--- config.mk ---
export PLATFORM = sky130hd
export DESIGN_NAME = pinpon_autoplayer
export DESIGN_NICKNAME = d
export VERILOG_FILES = /design/src/rtl/pinpon_autoplayer.sv
export SDC_FILE = /design/constraint.sdc
export NUM_CORES = 1
export LEC_CHECK = 0
export BUFFER_PORTS_ARGS = -buffer_cell sky130_fd_sc_hd__buf_4
export CORE_MARGIN = 3
export CORE_UTILIZATION = 45
export DETAILED_ROUTE_END_ITERATION = 6
export HOLD_SLACK_MARGIN = 0.02
export PLACE_DENSITY = 0.62
export SYNTH_ARGS = -nofsm -noshare
export SYNTH_HDL_FRONTEND = slang
export SYNTH_SLANG_ARGS = --single-unit
export TNS_END_PERCENT = 20
--- constraint.sdc ---
create_clock -name clk -period 2.9 [get_ports clk]
set_input_delay 0.725 -clock clk [delete_from_list [all_inputs] [get_ports clk]]
set_output_delay 0.725 -clock clk [all_outputs]
set_load 0.005 [all_outputs]
--- src/rtl/pinpon_autoplayer.sv ---
// -----------------------------------------------------------------------------
// pinpon_autoplayer
//
// Automatic opponent for the pinpon game. Watches the game's 8-bit LED bus and
// produces the raw key press for one side, in place of that side's push button.
// The ball is returned when it steps from the pre-hit LED onto the hit LED. The
// robot also serves after a long stretch with every LED dark.
//
// Optional feature: define AUTOPLAYER_MISS_EN to add a free-running 8-bit LFSR
// and the miss_thresh port. The robot then deliberately misses some arrivals.
// The miss happens whenever lfsr < miss_thresh at the moment it would start
// reacting.
//
// Ports
//   clk          in   1  system clock
//   rst          in   1  asynchronous, active-high reset
//   enable       in   1  1 = robot plays; 0 = key_out low, FSM held in IDLE
//   serve_en     in   1  1 = robot may serve after IDLE_CYC dark cycles
//   led_in       in   8  game LED bus (same clock domain)
//   miss_thresh  in   8  miss probability threshold (AUTOPLAYER_MISS_EN only)
//   key_out      out  1  raw key to the game, active high, registered
//   busy         out  1  high whenever the FSM is not in IDLE
//   hit_cnt      out  8  returns + serves issued, wraps 255 -> 0
// -----------------------------------------------------------------------------
module pinpon_autoplayer #(
  parameter int SIDE        = 0,
  parameter int REACT_CYC   = 1000,
  parameter int PRESS_CYC   = 64,
  parameter int HOLDOFF_CYC = 4096,
  parameter int IDLE_CYC    = 2**26,
  parameter int CNT_W       = 27
) (
  input  logic       clk,
  input  logic       rst,
  input  logic       enable,
  input  logic       serve_en,
  input  logic [7:0] led_in,
`ifdef AUTOPLAYER_MISS_EN
  input  logic [7:0] miss_thresh,
`endif
  output logic       key_out,
  output logic       busy,
  output logic [7:0] hit_cnt
);

  // Right player hits on led[0] (ball comes from led[1]); left on led[7]/led[6].
  localparam logic [7:0] HIT_MASK = (SIDE == 0) ? 8'h01 : 8'h80;
  localparam logic [7:0] PRE_MASK = (SIDE == 0) ? 8'h02 : 8'h40;

  // Terminal counts; every state compares the shared counter for equality.
  localparam logic [CNT_W-1:0] REACT_LAST = CNT_W'(REACT_CYC - 1);
  localparam logic [CNT_W-1:0] PRESS_LAST = CNT_W'(PRESS_CYC - 1);
  localparam logic [CNT_W-1:0] HOLD_LAST  = CNT_W'(HOLDOFF_CYC - 1);
  localparam logic [CNT_W-1:0] IDLE_LAST  = CNT_W'(IDLE_CYC - 1);

  typedef enum logic [1:0] {
    ST_IDLE  = 2'd0,
    ST_REACT = 2'd1,
    ST_PRESS = 2'd2,
    ST_HOLD  = 2'd3
  } state_t;

  state_t           state_q;
  logic [CNT_W-1:0] cnt_q;
  logic [7:0]       led_q;
  logic [7:0]       led_p;
  logic [7:0]       hit_cnt_q;
  logic             key_q;

  logic             arrive;
  logic             dark;
  logic             miss;

  // Ball stepped from the pre-hit LED onto the hit LED between the last two
  // samples. Flicker patterns such as 0x0F/0xF0 can never match both masks.
  assign arrive = (led_q == HIT_MASK) && (led_p == PRE_MASK);
  assign dark   = serve_en && (led_q == 8'h00);

`ifdef AUTOPLAYER_MISS_EN
  logic [7:0] lfsr_q;

  // Fibonacci LFSR for x^8+x^6+x^5+x^4+1, shifting toward the MSB every clock.
  always_ff @(posedge clk or posedge rst) begin
    if (rst) begin
      lfsr_q <= 8'h01;
    end else begin
      lfsr_q <= {lfsr_q[6:0], lfsr_q[7] ^ lfsr_q[5] ^ lfsr_q[4] ^ lfsr_q[3]};
    end
  end

  assign miss = (lfsr_q < miss_thresh);
`else
  assign miss = 1'b0;
`endif

  always_ff @(posedge clk or posedge rst) begin
    if (rst) begin
      state_q   <= ST_IDLE;
      cnt_q     <= '0;
      led_q     <= 8'h00;
      led_p     <= 8'h00;
      hit_cnt_q <= 8'h00;
      key_q     <= 1'b0;
    end else begin
      led_q <= led_in;
      led_p <= led_q;

      if (!enable) begin
        // Disabled: park in IDLE with the key released; the score is kept.
        state_q <= ST_IDLE;
        cnt_q   <= '0;
        key_q   <= 1'b0;
      end else begin
        case (state_q)
          ST_IDLE: begin
            if (arrive) begin
              // Arrival outranks serving (they cannot coincide anyway).
              cnt_q <= '0;
              if (!miss) begin
                state_q <= ST_REACT;
              end
            end else if (dark) begin
              if (cnt_q == IDLE_LAST) begin
                state_q <= ST_PRESS;
                cnt_q   <= '0;
                key_q   <= 1'b1;
              end else begin
                cnt_q <= cnt_q + 1'b1;
              end
            end else begin
              // Any lit LED (or serving disabled) restarts the dark count.
              cnt_q <= '0;
            end
          end

          ST_REACT: begin
            if (cnt_q == REACT_LAST) begin
              state_q <= ST_PRESS;
              cnt_q   <= '0;
              key_q   <= 1'b1;
            end else if (led_q != HIT_MASK) begin
              // Ball left the hit LED before we swung: give up quietly.
              state_q <= ST_IDLE;
              cnt_q   <= '0;
            end else begin
              cnt_q <= cnt_q + 1'b1;
            end
          end

          ST_PRESS: begin
            if (cnt_q == PRESS_LAST) begin
              state_q   <= ST_HOLD;
              cnt_q     <= '0;
              key_q     <= 1'b0;
              hit_cnt_q <= hit_cnt_q + 8'd1;
            end else begin
              cnt_q <= cnt_q + 1'b1;
            end
          end

          ST_HOLD: begin
            // Key held low so the debouncer sees a clean release; arrivals
            // during this window are ignored.
            if (cnt_q == HOLD_LAST) begin
              state_q <= ST_IDLE;
              cnt_q   <= '0;
            end else begin
              cnt_q <= cnt_q + 1'b1;
            end
          end

          default: begin
            state_q <= ST_IDLE;
            cnt_q   <= '0;
            key_q   <= 1'b0;
          end
        endcase
      end
    end
  end

  assign key_out = key_q;
  assign busy    = (state_q != ST_IDLE);
  assign hit_cnt = hit_cnt_q;

endmodule

==> run metrics <==
simple-gate share of the synthesized area=28.6%; initial antenna violation count=0; number of synthesized flops with an enable pin=0; diode count=0; GRT Util Overall=16.9%; Max Clock Skew=7.86 ps; Crit path max-delay family=compound AO/OA/AOI/OAI gates; Post-route DRC=0; Clk pin slew, worst setup/hold paths=90 ps; post-cts sizing count=0; Vias per Instance=5.38; slowest cell on the critical path=o31a_2; routed len/inst=15.0 um; Top FF cell, synth=dfrtp_1; Clock Latency Late Sink=300 ps; CP Cell Sequence=ha_1 > and2_1 > nand4_1 > o31a_2 > a211oi_4 > buf_4 > nor3_1; DRT Pass-1 Iters=4; status=finished, final reports clean; most common cell after layout, fill and taps aside=dfrtp_1; I/O pin total=22; yosys warns=0; Max Cap Violations=0; Final WS setup=374 ps; Seq cells post-synth=54; PD cells=551 nW/um2; DP HPWL=3440 um; Synth Net Count=249; Synth Instances=235; crit path time final=2530 ps; Worst-Margin Slew=711 ps; Core ar.=5540 um2; largest family of logic cells by synthesized area=simple AND/OR/NAND/NOR gates; Worst IR Drop VDD=0.304 mV; Final ANT Viol Nets=0; Setup crit end kind=flip-flop; CP max FO=27; TNS Setup=0 ps; leakage=1.18 nW; first-pass GRT wire length=8830 um; Root Buffer=clkbuf_8; Die Wd=82.1 um; Crit path largest cell delay=430 ps; vias=1,786; starting DRC count in detailed routing=106; Final setup viols=0; clk sinks=54; die height=82.1 um; Clock Tree Buf Depth=2; Die ar.=6740 um2; Fin. Hold Viols=0; IO buf count=21; RSZ-0062 raised after global routing=no; WP buf/inv=1; Seq/Total Area, Yosys=51.9%; drt total wl=4960 um; asr flop ratio synth=100%; Mapped Avg Cell Area=11.1 um2; mux contribution to synthesized area=0.432%; pin count of the biggest net entering global routing=55; Starting Density=47.0%; Unique masters post-synth=39; setup repair bufs after CTS=0; CTS buffer count=5; adder-cell area share of the yosys netlist=0.961%; post-layout util=53.4%; fmax=396 MHz; Mapped Area=2600 um2; grt ovf=0; XOR/XNOR share of the synthesized area=10.4%; fin. max-slew vios=0; H-tree level count=2; Setup WS pre-CTS=367 ps; final hold slack=386 ps; nets=273; design area=2960 um2; CP Launch Type=flip-flop; type of the worst setup path=flip-flop to flip-flop; area of placed instances=2850 um2; CTS tree=done; post-synthesis compound-gate area fraction=4.56%; crit path DAT=2700 ps; worst min-delay path category=flip-flop to flip-flop; num rows=27; Area Overhead vs Synth=13.5%; Relative slew margins=52.1%; WP data required=3070 ps; fin crit share=87.1%; vias in the first global route=1,822; hold_buf cts=0; commonest non-fill, non-tap cells in the layout=dfrtp_1, nor3_1, buf_4, xnor2_1, nand3_1; Final Wtd Congestion=0.812; share of post-route cells with drive strength above 1=21.5%
## final timing paths
path / from / to / slack, ps / depth (start not counted)
min reg2reg: led_q[7]$_DFF_PP0_ / led_p[7]$_DFF_PP0_ / 390 / 0
max reg2reg: cnt_q[0]$_DFF_PP0_ / cnt_q[8]$_DFF_PP0_ / 370 / 7
min: led_q[7]$_DFF_PP0_ / led_p[7]$_DFF_PP0_ / 390 / 0
max in group asynchronous: rst / led_q[5]$_DFF_PP0_ / 2180 / 3
min in group asynchronous: rst / hit_cnt[4]$_DFFE_PP0P_ / 460 / 3
max: cnt_q[0]$_DFF_PP0_ / cnt_q[8]$_DFF_PP0_ / 370 / 7
## routing by layer
metal,vias to the layer above,wire [um],global-route usage [%]
li1,907,-,-
met1,864,2430,23.7
met2,13,2400,27.5
met3,2,104,2.96
met4,0,32,3.49
met5,-,0,0
## synthesized netlist by cell type, types with 3 or more instances
library cell	count	area (um2)
inv_1	7	26.3
o21ai_0	3	15.0
nor3_1	28	140
nand2_1	9	33.8
xor2_1	10	87.6
nor4_1	4	25.0
nand4_1	14	87.6
clkbuf_1	4	15.0
nor3_2	10	100
and2_1	3	18.8
nor2_1	8	30.0
nand3_1	18	90.1
buf_2	3	15.0
and3_1	6	37.5
dfrtp_1	54	1350
xnor2_1	21	184
nor4_2	4	50.1
and4_1	3	26.3
## power by group
group	switching (mW)	internal, mW	total (mW)
Sequential	0.0249	0.779	0.804
Clock	0.244	0.258	0.502
Combinational	0.231	0.0918	0.323
## state kept, by name, summed over array words and instances, names as in the netlist
signal,cells
led_q,8
cnt_q,27
key_out,1
hit_cnt,8
state_q,2
led_p,8
## cell families after synthesis
kind of cell,after synthesis
flops,54
compound gates,14
simple gates,117
xor+xnor,31
fa+ha+maj,2
mux,1
buf+inv,16
## metrics by stage
step	std cells	total power, mW
detailed placement	324	1.15
floorplan	235	1.08
global placement	324	1.15
global route	332	1.72
CTS	332	1.66
finish	332	1.63
## area by class of cell
type	instances	area, um2
multi-input combinational	165	1170
inverter	7	26.3
clock inverter	2	37.5
sequential	54	1350
clock buffer	6	72.6
tap	72	90.1
fill	521	2580
timing repair buffer	26	208
Power figures use the tool's default switching activity.
